`src/rtl/cpu_ctrl_pkg.sv`:
```
// Shared constants for the accumulator CPU control unit: state codes, opcodes,
// control-word bit indices and opcode classification. Optional CTRL_STEP_EN adds single-step.
package cpu_ctrl_pkg;

    localparam int unsigned CW_DEFAULT  = 32;
    localparam int unsigned OPW_DEFAULT = 8;
    localparam int unsigned SW          = 4;

    localparam logic [SW-1:0] S_IDLE   = 4'd0;
    localparam logic [SW-1:0] S_F0     = 4'd1;
    localparam logic [SW-1:0] S_F1     = 4'd2;
    localparam logic [SW-1:0] S_F2     = 4'd3;
    localparam logic [SW-1:0] S_DEC    = 4'd4;
    localparam logic [SW-1:0] S_RD     = 4'd5;
    localparam logic [SW-1:0] S_BR     = 4'd6;
    localparam logic [SW-1:0] S_CLR    = 4'd7;
    localparam logic [SW-1:0] S_ALU    = 4'd8;
    localparam logic [SW-1:0] S_UNARY  = 4'd9;
    localparam logic [SW-1:0] S_ST_MBR = 4'd10;
    localparam logic [SW-1:0] S_ST_WR  = 4'd11;
    localparam logic [SW-1:0] S_JMP    = 4'd12;
    localparam logic [SW-1:0] S_HALT   = 4'd13;

    localparam logic [7:0] OP_STORE  = 8'h01;
    localparam logic [7:0] OP_LOAD   = 8'h02;
    localparam logic [7:0] OP_ADD    = 8'h03;
    localparam logic [7:0] OP_SUB    = 8'h04;
    localparam logic [7:0] OP_JMPGEZ = 8'h05;
    localparam logic [7:0] OP_JMP    = 8'h06;
    localparam logic [7:0] OP_HALT   = 8'h07;
    localparam logic [7:0] OP_MPY    = 8'h08;
    localparam logic [7:0] OP_AND    = 8'h0A;
    localparam logic [7:0] OP_OR     = 8'h0B;
    localparam logic [7:0] OP_NOT    = 8'h0C;
    localparam logic [7:0] OP_SHR    = 8'h0D;
    localparam logic [7:0] OP_SHL    = 8'h0E;

    localparam int unsigned B_MAR_PC  = 0;
    localparam int unsigned B_PC_INC  = 1;
    localparam int unsigned B_MBR_MEM = 2;
    localparam int unsigned B_IR_MBR  = 3;
    localparam int unsigned B_MAR_MBR = 4;
    localparam int unsigned B_MEM_MBR = 5;
    localparam int unsigned B_MBR_ACC = 6;
    localparam int unsigned B_BR_MBR  = 7;
    localparam int unsigned B_ACC_CLR = 8;
    localparam int unsigned B_ADD     = 9;
    localparam int unsigned B_SUB     = 10;
    localparam int unsigned B_AND     = 11;
    localparam int unsigned B_OR      = 12;
    localparam int unsigned B_NOT     = 13;
    localparam int unsigned B_SHL     = 14;
    localparam int unsigned B_SHR     = 15;
    localparam int unsigned B_MPY     = 16;
    localparam int unsigned B_PC_JMP  = 17;
    localparam int unsigned B_HALT    = 18;

    typedef enum logic [2:0] {
        CLS_ILLEGAL,
        CLS_MEM_ALU,
        CLS_UNARY,
        CLS_STORE,
        CLS_JUMP,
        CLS_HALT
    } op_class_e;

    function automatic op_class_e op_class(input logic [7:0] op);
        op_class_e cls;
        case (op)
            OP_LOAD, OP_ADD, OP_SUB,
            OP_AND, OP_OR, OP_MPY:  cls = CLS_MEM_ALU;
            OP_NOT, OP_SHL, OP_SHR: cls = CLS_UNARY;
            OP_STORE:               cls = CLS_STORE;
            OP_JMP, OP_JMPGEZ:      cls = CLS_JUMP;
            OP_HALT:                cls = CLS_HALT;
            default:                cls = CLS_ILLEGAL;
        endcase
        return cls;
    endfunction

endpackage

```
`src/rtl/cpu_ctrl_sequencer_if.sv`:
```
// Control-unit handshake bundle between the sequencer (master) and the datapath (slave).
// CTRL_STEP_EN adds the single-step request line.
interface cpu_ctrl_sequencer_if #(
    parameter int unsigned CW  = 32,
    parameter int unsigned OPW = 8
);
    logic           start;
    logic [OPW-1:0] opcode;
    logic           acc_neg;
    logic           mem_ready;
`ifdef CTRL_STEP_EN
    logic           step;
`endif
    logic [CW-1:0]  control_signal;
    logic           halted;
    logic           illegal_op;

`ifdef CTRL_STEP_EN
    modport master (
        input  start, opcode, acc_neg, mem_ready, step,
        output control_signal, halted, illegal_op
    );
    modport slave (
        output start, opcode, acc_neg, mem_ready, step,
        input  control_signal, halted, illegal_op
    );
`else
    modport master (
        input  start, opcode, acc_neg, mem_ready,
        output control_signal, halted, illegal_op
    );
    modport slave (
        output start, opcode, acc_neg, mem_ready,
        input  control_signal, halted, illegal_op
    );
`endif

endinterface

```
`src/rtl/cpu_ctrl_decode.sv`:
```
// Combinational control-word decoder: current state plus live inputs -> datapath control word.
// Under CTRL_STEP_EN the caller gates the F0 word through f0_go.
module cpu_ctrl_decode
    import cpu_ctrl_pkg::*;
#(
    parameter int unsigned CW = CW_DEFAULT
) (
    input  logic [SW-1:0] state,
    input  logic [7:0]    opcode,
    input  logic          acc_neg,
    input  logic          mem_ready,
    input  logic          f0_go,
    output logic [CW-1:0] ctrl,
    output logic          illegal_op
);

    always_comb begin
        ctrl       = '0;
        illegal_op = 1'b0;
        case (state)
            S_F0:     ctrl[B_MAR_PC] = f0_go;
            // PC advances only in the F1 cycle that completes the read
            S_F1: begin
                ctrl[B_MBR_MEM] = 1'b1;
                ctrl[B_PC_INC]  = mem_ready;
            end
            S_F2: begin
                ctrl[B_IR_MBR]  = 1'b1;
                ctrl[B_MAR_MBR] = 1'b1;
            end
            S_DEC:    illegal_op = (op_class(opcode) == CLS_ILLEGAL);
            S_RD:     ctrl[B_MBR_MEM] = 1'b1;
            S_BR:     ctrl[B_BR_MBR]  = 1'b1;
            S_CLR:    ctrl[B_ACC_CLR] = 1'b1;
            S_ALU: begin
                case (opcode)
                    OP_LOAD, OP_ADD: ctrl[B_ADD] = 1'b1;
                    OP_SUB:          ctrl[B_SUB] = 1'b1;
                    OP_AND:          ctrl[B_AND] = 1'b1;
                    OP_OR:           ctrl[B_OR]  = 1'b1;
                    OP_MPY:          ctrl[B_MPY] = 1'b1;
                    default:         ctrl        = '0;
                endcase
            end
            S_UNARY: begin
                case (opcode)
                    OP_NOT:  ctrl[B_NOT] = 1'b1;
                    OP_SHL:  ctrl[B_SHL] = 1'b1;
                    OP_SHR:  ctrl[B_SHR] = 1'b1;
                    default: ctrl        = '0;
                endcase
            end
            S_ST_MBR: ctrl[B_MBR_ACC] = 1'b1;
            S_ST_WR:  ctrl[B_MEM_MBR] = 1'b1;
            S_JMP:    ctrl[B_PC_JMP]  = (opcode == OP_JMP) ||
                                        ((opcode == OP_JMPGEZ) && !acc_neg);
            S_HALT:   ctrl[B_HALT]    = 1'b1;
            default:  ctrl            = '0;
        endcase
    end

endmodule

```
`src/rtl/cpu_ctrl_sequencer.sv`:
```
// Hardwired fetch/decode/execute sequencer of the accumulator CPU: state register,
// next-state logic and decoder instance. Define CTRL_STEP_EN for single-instruction stepping.
module cpu_ctrl_sequencer
    import cpu_ctrl_pkg::*;
#(
    parameter int unsigned CW  = CW_DEFAULT,
    parameter int unsigned OPW = OPW_DEFAULT
) (
    input  logic                 clk,
    input  logic                 rst,
    cpu_ctrl_sequencer_if.master bus
);

    logic [SW-1:0]  state_q;
    logic [SW-1:0]  state_d;
    logic [OPW-1:0] opcode_w;
    logic [7:0]     op_b;
    logic           f0_go;
    logic [CW-1:0]  ctrl_word;
    logic           illegal_w;

    assign opcode_w = bus.opcode;
    assign op_b     = opcode_w[7:0];

`ifdef CTRL_STEP_EN
    assign f0_go = bus.step;
`else
    assign f0_go = 1'b1;
`endif

    always_comb begin
        state_d = state_q;
        case (state_q)
            S_IDLE:   if (bus.start) state_d = S_F0;
            S_F0:     if (f0_go) state_d = S_F1;
            S_F1:     if (bus.mem_ready) state_d = S_F2;
            S_F2:     state_d = S_DEC;
            S_DEC: begin
                case (op_class(op_b))
                    CLS_MEM_ALU: state_d = S_RD;
                    CLS_UNARY:   state_d = S_UNARY;
                    CLS_STORE:   state_d = S_ST_MBR;
                    CLS_JUMP:    state_d = S_JMP;
                    CLS_HALT:    state_d = S_HALT;
                    default:     state_d = S_F0;
                endcase
            end
            S_RD:     if (bus.mem_ready) state_d = S_BR;
            // LOAD reuses the ALU add cycle after clearing ACC
            S_BR:     state_d = (op_b == OP_LOAD) ? S_CLR : S_ALU;
            S_CLR:    state_d = S_ALU;
            S_ALU,
            S_UNARY,
            S_JMP:    state_d = S_F0;
            S_ST_MBR: state_d = S_ST_WR;
            S_ST_WR:  if (bus.mem_ready) state_d = S_F0;
            S_HALT:   state_d = S_HALT;
            default:  state_d = S_IDLE;
        endcase
    end

    always_ff @(posedge clk or posedge rst) begin
        if (rst) begin
            state_q <= S_IDLE;
        end else begin
            state_q <= state_d;
        end
    end

    cpu_ctrl_decode #(
        .CW (CW)
    ) u_decode (
        .state      (state_q),
        .opcode     (op_b),
        .acc_neg    (bus.acc_neg),
        .mem_ready  (bus.mem_ready),
        .f0_go      (f0_go),
        .ctrl       (ctrl_word),
        .illegal_op (illegal_w)
    );

    assign bus.control_signal = ctrl_word;
    assign bus.illegal_op     = illegal_w;
    assign bus.halted         = (state_q == S_HALT);

endmodule

```
`src/flat_wrapper.sv`:
```
// flat-port wrapper written by rule: the top's interface ports become plain ports
module cpu_ctrl_sequencer_flat import cpu_ctrl_pkg::*;
#(
    parameter int unsigned CW  = CW_DEFAULT,
    parameter int unsigned OPW = OPW_DEFAULT
)
  (clk, rst, bus_start, bus_opcode, bus_acc_neg, bus_mem_ready, bus_control_signal, bus_halted, bus_illegal_op);
  cpu_ctrl_sequencer_if #(.CW(CW), .OPW(OPW)) bus_i ();
  input  logic clk;
  input  logic rst;
  input wire logic [$bits(bus_i.start)-1:0] bus_start;
  input wire logic [$bits(bus_i.opcode)-1:0] bus_opcode;
  input wire logic [$bits(bus_i.acc_neg)-1:0] bus_acc_neg;
  input wire logic [$bits(bus_i.mem_ready)-1:0] bus_mem_ready;
  output wire logic [$bits(bus_i.control_signal)-1:0] bus_control_signal;
  output wire logic [$bits(bus_i.halted)-1:0] bus_halted;
  output wire logic [$bits(bus_i.illegal_op)-1:0] bus_illegal_op;
  assign bus_i.start = bus_start;
  assign bus_i.opcode = bus_opcode;
  assign bus_i.acc_neg = bus_acc_neg;
  assign bus_i.mem_ready = bus_mem_ready;
  assign bus_control_signal = bus_i.control_signal;
  assign bus_halted = bus_i.halted;
  assign bus_illegal_op = bus_i.illegal_op;
  cpu_ctrl_sequencer #(.CW(CW), .OPW(OPW)) u_core (.clk(clk), .rst(rst), .bus(bus_i));
endmodule
```
`config.mk`:
```
export PLATFORM = sky130hd
export DESIGN_NAME = cpu_ctrl_sequencer_flat
export DESIGN_NICKNAME = d
export VERILOG_FILES = /design/src/rtl/cpu_ctrl_pkg.sv /design/src/rtl/cpu_ctrl_sequencer_if.sv /design/src/rtl/cpu_ctrl_decode.sv /design/src/rtl/cpu_ctrl_sequencer.sv /design/src/flat_wrapper.sv
export SDC_FILE = /design/constraint.sdc
export NUM_CORES = 1
export LEC_CHECK = 0
export ABC_AREA = 0
export CORE_AREA = 2 2 49 51
export CTS_BUF_LIST = sky130_fd_sc_hd__clkbuf_8 sky130_fd_sc_hd__clkbuf_16
export DETAILED_ROUTE_END_ITERATION = 12
export DIE_AREA = 0 0 51 53
export PLACE_DENSITY = 0.95
export SYNTH_ARGS = -nofsm -noshare
export SYNTH_HDL_FRONTEND = slang
export SYNTH_SLANG_ARGS = --single-unit
```
`constraint.sdc`:
```
create_clock -name clk -period 3.26 [get_ports clk]
set_input_delay 0.652 -clock clk [delete_from_list [all_inputs] [get_ports clk]]
set_output_delay 0.652 -clock clk [all_outputs]
set_load 0.02 [all_outputs]
```
Yosys cells after proc, flatten, opt, wreduce, memory -nomap -nowiden --
Memory sizes are Yosys's and may differ from the RTL's. Cells that the tools add are included.
Operators by class: equality and inequality tests 33, mux-type cells 31, reductions and logical operators 10
Operators with widths (count):
- $eq A8 B4 Y1 const B | 6
- $pmux W4 S12 | 1
- $eq A4 B4 Y1 const B | 6
- $eq A8 B3 Y1 const B | 3
- $mux W4 | 5
- $pmux W4 S5 | 1
- $mux W1 | 18
- $eq A4 B3 Y1 const B | 4
- $eq A8 B2 Y1 const B | 2
- $pmux W8 S2 | 1
- $mux W3 | 4
- $eq A4 B2 Y1 const B | 2
- $logic_not A4 Y1 | 2
- $ne A2 B2 Y1 const B | 4
- $eq A3 B2 Y1 const B | 2
- $eq A3 B3 Y1 const B | 2
- $eq A4 B1 Y1 const B | 1
- $reduce_and A4 Y1 | 1
- $reduce_or A2 Y1 | 2
- $eq A3 B1 Y1 const B | 1
- $logic_not A3 Y1 | 1
- $reduce_or A3 Y1 | 1
- $mux W2 | 1
- $logic_and A1 B1 Y1 | 1
- 2 further kinds | 2
Word-level totals: bits in read-only memories 96, memories 2, bits of input ports 13, output and inout port bits 34, register bits after elaboration 4
Memories:
- (no name shown) | depth 16, width 3, read ports 1, clocked after Yosys merged registers in 0, wr ports 0, line cpu_ctrl_pkg.sv:69 | case (op)
- (no name shown) | depth 16, width 3, read ports 1, clocked after Yosys merged registers in 0, wr ports 0, line cpu_ctrl_pkg.sv:69

Logic depth before layout (Yosys ltp) --
Gate-level depths: netlist of run 1.
depth after elaboration 6, gate-level depth with buffers 6, mapped depth without buffers 6

Cells and area by module --
From an unflattened synthesis of run 1, not the netlist that was laid out.
Second synthesis, totals: cell total of the unflattened synthesis 141, area total of the unflattened synthesis 980.9 um^2
Modules (own cells, without submodules):
- cpu_ctrl_sequencer | times used 1, area an instance 515.5 um^2, cells each 68
- cpu_ctrl_decode | times used 1, area an instance 465.4 um^2, cells each 73

Worst setup path before layout of run 1 --
OpenSTA, ideal clock, no wires.
path kind in2out, start input port bus_opcode[5], end output port bus_control_signal[9], data arrival time 1.955 ns, cell stages on the path 4, path buffers 0, slack 0.653 ns, data required time 2.608 ns, cell sequence nor4_1 > nand2_1 > nor4_1 > nor3b_1
On the way: cells in the longest elaborated chain, start to end 4, elaborated cells on any way between the ends 5, those cells by class eq/ne (2); mux (2); reduce/logical (1)
Ends and longest elaborated chain:
- start: declaration | line flat_wrapper.sv:12 | input wire logic [$bits(bus_i.opcode)-1:0] bus_opcode;
- $eq A8 B2 Y1 | line cpu_ctrl_decode.sv:36 | case (opcode)
- $reduce_or A2 Y1 * | line cpu_ctrl_decode.sv:36
- $mux W1 * | line cpu_ctrl_decode.sv:36
- $pmux W8 S2 * | line cpu_ctrl_decode.sv:20 | case (state)
- end: declaration | line flat_wrapper.sv:15 | output wire logic [$bits(bus_i.control_signal)-1:0] bus_control_signal;
Mark *: on every way between the ends. The rest lies on a longest branch, timed or not.

Final worst setup path of run 1 --
start input port bus_opcode[5], end output port bus_control_signal[14]
On the way: cells in the longest elaborated chain, start to end 3
Ends and longest elaborated chain:
- $eq A8 B4 Y1 | line cpu_ctrl_decode.sv:46 | case (opcode)
- $mux W1 | line cpu_ctrl_decode.sv:46
- $pmux W8 S2 | line cpu_ctrl_decode.sv:20
No other way between the ends.

==> results of run 1 <==
## power groups by stage
stage	clock network (mW)	logic, mW	registers, mW
floorplan	0	0.379	0.0807
global placement	0	0.416	0.146
detailed placement	0	0.431	0.147
CTS	0.105	0.432	0.149
global route	0.110	0.475	0.159
finish	0.102	0.431	0.152
## metrics by stage
step | util (%) | setup slack [ns] | power, mW | instances
CTS | 59.46 | 0.01581 | 0.6855 | 186
global placement | 57.83 | -0.1778 | 0.5620 | 183
floorplan | - | 0.6529 | 0.4601 | 134
global route | 59.00 | 0.01439 | 0.7445 | 186
detailed placement | 57.83 | -0.2583 | 0.5789 | 183
finish | 59.00 | 0.08448 | 0.6855 | 186
## cell type report
cell class,instances,share of cell area [%]
Timing Repair Buffer,45,31.39
Tap cell,28,2.764
Multi-Input combinational cell,101,53.21
Inverter,5,1.481
Sequential cell,4,7.897
Clock buffer,3,3.258
## kinds of logic after synthesis
kind of cell | after synthesis | synth area share, %
simple gates | 54 | 37.31
buf+inv | 29 | 19.83
compound gates | 23 | 17.20
fa+ha+maj | 7 | 9.708
flops | 4 | 11.10
mux | 3 | 3.467
other cells | 1 | 0.4157
xor+xnor | 1 | 0.9711
## layer usage
layer	routed length, um	part of all wire, %
met1	920	39
met4	57	2.4
met2	1243	53
met5	0	0
met3	109	4.7
## how the worst max path moves through the flow
stage / from / end / slack, ns / cells past startpoint
3_5_place_dp: bus_opcode[5] / bus_control_signal[16] / -0.26 / 6
6_report: bus_opcode[5] / bus_control_signal[14] / 0.08 / 6
3_3_place_gp: bus_opcode[5] / bus_control_signal[11] / -0.18 / 6
2_1_floorplan: bus_opcode[5] / bus_control_signal[9] / 0.65 / 4
5_1_grt: bus_opcode[5] / bus_control_signal[14] / 0.01 / 6
4_1_cts: bus_opcode[5] / bus_control_signal[16] / 0.02 / 6
## cell usage after synthesis, types with 2 or more instances
| cell | count |
|---|---|
| nor4_1 | 3 |
| buf_4 | 15 |
| and4b_1 | 2 |
| nor4b_1 | 2 |
| mux2i_1 | 2 |
| o21bai_1 | 2 |
| o211ai_1 | 2 |
| inv_1 | 5 |
| nor3_2 | 2 |
| clkbuf_1 | 3 |
| nor2b_1 | 2 |
| and3_1 | 2 |
| o21ai_0 | 3 |
| ha_1 | 7 |
| dfrtp_1 | 4 |
| nand2b_1 | 8 |
| nand2_1 | 4 |
| and2_1 | 7 |
| buf_2 | 5 |
| nor2_1 | 12 |
| nor3_1 | 4 |
| nor3b_1 | 2 |
| o31ai_1 | 2 |
| a21oi_1 | 6 |
==> flow_summary.ini, run 1 <==
[finish]
areaGrowthSynthToFinish_pct = 40.50
fill_cells = 184
layout_commonest_cell = clkdlybuf4s50_1
largest_reg_flops = 4
drive_above_1_share_pct = 15.19
top_register = u_core.state_q
finalNetCount = 180
regArea_um2 = 100.1
final_area_um2 = 1267
top_regs = u_core.state_q (4)
antenna_cells = 0
final_cell_mix = 23 x clkdlybuf4s50_1, 13 x conb_1, 12 x nor2_1, 12 x buf_4, 8 x nand2b_1
multi_input_area_um2 = 674.4

[drt]
dr.first_iter.drc_count = 16
vias = 938
post-route-drc-count = 0
ant_nets = 0
wl_per_cell_um = 12.53
avgViaCountPerCell = 5.043
wirelength_mm = 2.330
first_pass_iters = 4

[power]
p_leak_nw = 0.5685
p_sw_share_pct = 48.14
power_density_nw_per_um2 = 540.8
p_clk_share_pct = 14.9
p_seq_share_pct = 22.2
power.switching_mw = 0.3300
max-vdd-ir-drop_mv = 0.3392
p_int_mw = 0.3555
p_comb_share_pct = 62.9

[timing]
whs_ns = 0.6169
period_share_pct = 97.41
hold_viol_final = 0
fmax_ghz = 0.3149
setup_violations = 0
tightest_slew_ns = 0.6283
rsz0062_at_grt = no
slew_violations = 0
maxSlewHeadroom_pct = 58.12
min_period_ns = 3.176
finalClockSkew_ns = 0.003616
setup_tns_ns = 0

[clock_network]
cts_buffers = 3
tritoncts = built
htree_levels = 1
cts_setup_buffers = 0
root_buffer = clkbuf_8
clock-sinks = 4
ctsResizeCount = 11
clk_pin_slew_ns = 0.03
clk_latency_ns = 0.21
clockBufferDepth = 2
cts_hold_buffers = 0

[setup_path]
worst_r2r_path_depth = 4
regToRegStartpoint = u_core.state_q[2]
critPathMaxStageDelay_ns = 0.55
path_cells = clkdlybuf4s50_1 -> or4_4 -> nor3_2 -> and4b_1 -> and2_1 -> dlygate4sd2_1
startpoint_type = primary input
worst_ep_required_time_ns = 2.61
r2r-end = u_core.state_q[1]
crit_path_top_delay_cell = or4_4
critPathCaptureType = output port
crit_type = primary input to output port
reg2reg_slack_ns = 1.63
crit_family = simple AND/OR/NAND/NOR gates
critical_path.max_fanout = 3
worst_ep_arrival_time_ns = 2.52
crit_buf_inv = 2

[floorplan]
die_w_um = 51
chipHeight_um = 53
dieArea_um2 = 2703
initial_core_util_pct = 41.99
io_pins = 47
rows = 17
core_area_um2 = 2148

[global_routing]
grt_pass1_vias = 922
grt-ovfl-total = 0
met1_usage_pct = 18.74
grt_busiest_layer = met2
antenna_found_initial = 0
grt_usage_pct = 18.66
grt_pass1_wl_mm = 3.843
grtUsageMet2_pct = 36.36
grt_max_degree = 19
met3_usage_pct = 4.802

[yosys]
synth.area.top_cells = buf_4 12%, dfrtp_1 11%, ha_1 9.7%
synth_cell_types = 40
ys_ff_latch = 4
synth_edf_count = 0
synth-async-reset-ratio_pct = 100.0
synth_area_per_cell_um2 = 7.394
synth_top_cell_by_area = buf_4
syn_area_um2 = 902.1
seq_area_frac_synth_pct = 11.10
synth_top_area_share_pct = 12.48
yosysWarnings = 0
syn_inst = 122
ys.flop_type = dfrtp_1

[placed_design]
place_area_um2 = 1242
hpwl_mm = 1.981
port_buffers = 33
gp_congestion = 0.8943

[run]
maxCapViolCount = 0

[run_status]
outcome = finished clean

[worst_hold_path]
hp-class = primary input to asynchronous set/reset pin
Note: power is estimated with default switching activity, not from simulation.
==> run 2, diff against run 1 <==
- PLACE_DENSITY: 0.95 -> 0.84
- RECOVER_POWER: default -> 50
- SETUP_SLACK_MARGIN: default -> 0.2
==> flow_summary.ini, run 2 (synthesized netlist as in run 1, its figures left out) <==
[drt]
post-route-drc-count = 0
met1Wirelength_um = 962
vias = 974
ant_nets = 0
dr.first_iter.drc_count = 10
avgViaCountPerCell = 5.293
wl_met2_mm = 1.207
wl_per_cell_um = 12.64
highest_layer = met3
wirelength_mm = 2.326
wl_met3_um = 156
first_pass_iters = 4

[run_status]
outcome = finished clean

[finish]
areaGrowthSynthToFinish_pct = 39.11
antenna_cells = 0
fill_cells = 199
drive_above_1_share_pct = 16.03
top_regs = u_core.state_q (4)
largest_reg_flops = 4
final_cell_mix = 13 x conb_1, 12 x nor2_1, 11 x clkdlybuf4s50_1
final_util_pct = 58.42
finalNetCount = 178
layout_commonest_cell = conb_1
top_register = u_core.state_q

[power]
p_seq_share_pct = 27.0
p_clk_share_pct = 15.6
p_sw_share_pct = 49.48
power.switching_mw = 0.3273
power_density_nw_per_um2 = 527.0
p_leak_nw = 0.5806
p_comb_share_pct = 57.4
p_int_mw = 0.3341
power_mw = 0.6613
max-vdd-ir-drop_mv = 0.4480

[global_routing]
antenna_found_initial = 0
grt_usage_pct = 18.01
grt_max_degree = 21
grt_pass1_wl_mm = 3.726
grt_pass1_vias = 880
grt-ovfl-total = 0

[floorplan]
initial_core_util_pct = 41.99
die_w_um = 51
core_area_um2 = 2148
dieArea_um2 = 2703
rows = 17
io_pins = 47
chipHeight_um = 53

[worst_hold_path]
hp-class = primary input to asynchronous set/reset pin

[timing]
tightest_slew_ns = 0.6355
fmax_ghz = 0.3261
slew_violations = 0
setup_tns_ns = 0
setup_violations = 0
finalWorstSetupSlack_ns = 0.1934
min_period_ns = 3.067
hold_viol_final = 0
maxSlewHeadroom_pct = 57.63
period_share_pct = 94.07
rsz0062_at_grt = yes
whs_ns = 0.7607
finalClockSkew_ns = 0.00002615

[clock_network]
clk_pin_slew_ns = 0.03
tritoncts = built
clock-sinks = 4
clk_latency_ns = 0.21
root_buffer = clkbuf_8
htree_levels = 1
clockBufferDepth = 2
cts_buffers = 3

[placed_design]
port_buffers = 33
gp_congestion = 0.8581
pre_cts_ws_ns = -0.3020
hpwl_mm = 1.811

[setup_path]
critical_path.max_fanout = 3
critPathCaptureType = output port
crit_type = primary input to output port
worst_ep_arrival_time_ns = 2.41
startpoint_type = primary input
worst_ep_required_time_ns = 2.61

[run]
maxCapViolCount = 0
-- run 2: power by group through the flow --
| stage | Combinational, mW | Clock [mW] | Sequential, mW |
|---|---|---|---|
| finish | 0.380 | 0.103 | 0.179 |
| global route | 0.409 | 0.110 | 0.189 |
| CTS | 0.387 | 0.107 | 0.176 |
| detailed placement | 0.387 | 0 | 0.174 |
| global placement | 0.381 | 0 | 0.172 |
| floorplan | 0.379 | 0 | 0.0807 |
-- run 2: cell type report --
class	instances	area [um2]	area share, %
clock buffers	3	41.29	3.290
inverters	5	18.77	1.496
multi-input cells	101	680.7	54.24
flip-flops and latches	4	100.1	7.976
well taps	28	35.03	2.792
repair buffers	43	379.1	30.21
-- run 2: what timing repair did --
item | 4_1_cts | 5_1_grt
gates resized for setup | 28 | 9
setup endpoints to repair | 10 | 7
hold buffers | 0 | 0
pin swaps | 3 | 1
buffers inserted | 1 | 0
-- run 2: stage by stage --
| stage | instance area (um2) | instances |
|---|---|---|
| after floorplan | 947.2 | 134 |
| after global placement | 1220 | 180 |
| after detailed placement | 1220 | 180 |
| after CTS | 1279 | 184 |
| after global routing | 1255 | 184 |
| final | 1255 | 184 |
-- run 2: metal layers --
metal | vias up | global-route usage (%)
met4 | 0 | 4.505
met5 | - | 0
met2 | 46 | 34.85
met1 | 456 | 18.77
li1 | 472 | -
met3 | 0 | 5.367
-- run 2: path summary, 6_finish.rpt --
check | startpoint | endpoint | slack [ns] | depth (start not counted)
min in group clk | u_core.state_q[2] | u_core.state_q[1] | 0.87 | 2
worst min register to register | u_core.state_q[2] | u_core.state_q[1] | 0.87 | 2
max in group asynchronous | rst | u_core.state_q[0] | 2.36 | 2
worst max register to register | u_core.state_q[0] | u_core.state_q[1] | 1.51 | 4
worst min-delay path | rst | u_core.state_q[2] | 0.76 | 2
worst max-delay path | bus_opcode[6] | bus_control_signal[13] | 0.19 | 6
-- run 2: critical path: stages --
cell and delay (ns):
dlygate4sd2_1 0.25, or4_1 0.59, nor3_4 0.22, and4b_1 0.25
and2_1 0.14, clkdlybuf4s15_1 0.31
==> run 3, diff against run 2 <==
- CORE_AREA: 2 2 49 51 -> 8 8 55 57
- DIE_AREA: 0 0 51 53 -> 0 0 63 65
==> flow_summary.ini, run 3 (synthesized netlist as in run 1, its figures left out) <==
[run_status]
outcome = finished clean

[timing]
setup_violations = 0
tightest_slew_ns = 0.6251
slew_violations = 0
finalClockSkew_ns = 0.003192
maxSlewHeadroom_pct = 58.33
hold_viol_final = 0
fmax_ghz = 0.3341
min_period_ns = 2.993
period_share_pct = 91.80
rsz0062_at_grt = yes

[placed_design]
port_buffers = 33
place_area_um2 = 1227
hpwl_mm = 2.079
gp_congestion = 0.8983
placedCellCount = 181

[floorplan]
dieArea_um2 = 4095
rows = 17
io_pins = 47
initial_core_util_pct = 41.99
chipHeight_um = 65
core_area_um2 = 2148
die_w_um = 63

[global_routing]
grt_usage_pct = 11.92
grt_pass1_wl_mm = 4.195
antenna_found_initial = 0
grt_max_degree = 21
grt_pass1_vias = 974
grt-ovfl-total = 0

[drt]
wirelength_mm = 2.558
dr.first_iter.drc_count = 24
vias = 930
post-route-drc-count = 0
ant_nets = 0
wl_per_cell_um = 13.90
first_pass_iters = 4
avgViaCountPerCell = 5.054

[worst_hold_path]
hp-class = primary input to asynchronous set/reset pin

[finish]
top_regs = u_core.state_q (4)
areaGrowthSynthToFinish_pct = 37.17
top_register = u_core.state_q
layout_commonest_cell = conb_1
fin_cells = 184
drive_above_1_share_pct = 16.67
final_area_um2 = 1237
largest_reg_flops = 4
antenna_cells = 0
final_cell_mix = 13 x conb_1, 12 x nor2_1, 12 x clkdlybuf4s50_1
finalNetCount = 178

[power]
power_density_nw_per_um2 = 541.3
p_leak_nw = 0.5957
max-vdd-ir-drop_mv = 0.3273

[clock_network]
tritoncts = built
clk_pin_slew_ns = 0.04
cts_buffers = 3
clk_latency_ns = 0.22
root_buffer = clkbuf_8
htree_levels = 1
clock-sinks = 4
cts_hold_buffers = 0
clockBufferDepth = 2

[setup_path]
worst_ep_required_time_ns = 2.61
crit_type = primary input to output port
critical_path.max_fanout = 3
worst_ep_arrival_time_ns = 2.34
startpoint_type = primary input
critPathCaptureType = output port

[run]
maxCapViolCount = 0
run 3: changes by cell type in the layout (fill, tap and decap cells not counted), sizes merged:
| cell | delta |
|---|---|
| clkdlybuf4s50 | +1 |
| buf | +3 |
| dlymetal6s2s | +3 |
| dlygate4sd2 | -7 |
| clkbuf | +1 |
| dlygate4sd3 | +1 |
| clkdlybuf4s15 | -2 |
run 3: repair_timing:
| action | 4_1_cts | 5_1_grt |
|---|---|---|
| buffers inserted | 0 | 0 |
| pin swaps | 1 | 3 |
| setup endpoints to repair | 10 | 10 |
| resized for setup | 26 | 16 |
run 3: where the power goes:
| part | total (mW) | internal (mW) | leakage, nW | switching [mW] |
|---|---|---|---|---|
| registers | 0.178 | 0.0717 | 0.0516 | 0.107 |
| clock network | 0.108 | 0.0790 | 0.0216 | 0.0289 |
| logic | 0.384 | 0.186 | 0.523 | 0.198 |
| total | 0.670 | 0.336 | 0.596 | 0.333 |
run 3: stage by stage:
stage / worst slack (ns) / power, mW / TNS (ns) / hold slack [ns] / utilization, %
finish: 0.2672 / 0.6698 / 0 / 0.7494 / 57.60
global route: 0.1436 / 0.7218 / 0 / 0.7699 / 57.60
CTS: 0.01979 / 0.6781 / 0 / 0.6177 / 57.89
detailed placement: -0.2412 / 0.5686 / -1.697 / 0.8496 / 57.13
global placement: -0.1990 / 0.5584 / -1.412 / 0.8371 / 57.13
floorplan: 0.6529 / 0.4601 / 0 / 0.4181 / -
run 3: cell type report:
type / instances / area, um2
multi-input cells: 101 / 671.9
repair buffers: 43 / 370.4
fillers: 201 / 910.9
well taps: 28 / 35.03
flip-flops and latches: 4 / 100.1
inverters: 5 / 18.77
clock buffers: 3 / 41.29
run 3: layer usage:
metal / vias up / routed length, um / part of all wire, % / GRT usage, %
li1: 468 / - / - / -
met1: 419 / 1090 / 43 / 12.39
met2: 43 / 1242 / 49 / 21.51
met3: 0 / 225 / 8.8 / 4.639
met4: 0 / 0 / 0 / 3.989
met5: - / 0 / 0 / 0
run 3: path summary, 6_finish.rpt:
check	to	startpoint	slack [ns]	cells after the start
max	bus_control_signal[16]	bus_opcode[5]	0.27	6
min	u_core.state_q[2]	rst	0.75	2
max reg2reg	u_core.state_q[1]	u_core.state_q[3]	1.53	4
min reg2reg	u_core.state_q[1]	u_core.state_q[2]	0.87	2
max in group asynchronous	u_core.state_q[0]	rst	2.36	2
min in group clk	u_core.state_q[1]	u_core.state_q[2]	0.87	2
run 3: worst max-delay path, cell delays in order:
cell,delay [ns]
clkdlybuf4s50_1,0.42
or4_1,0.48
nor3_4,0.22
nor4b_4,0.24
and2_1,0.17
clkbuf_2,0.17
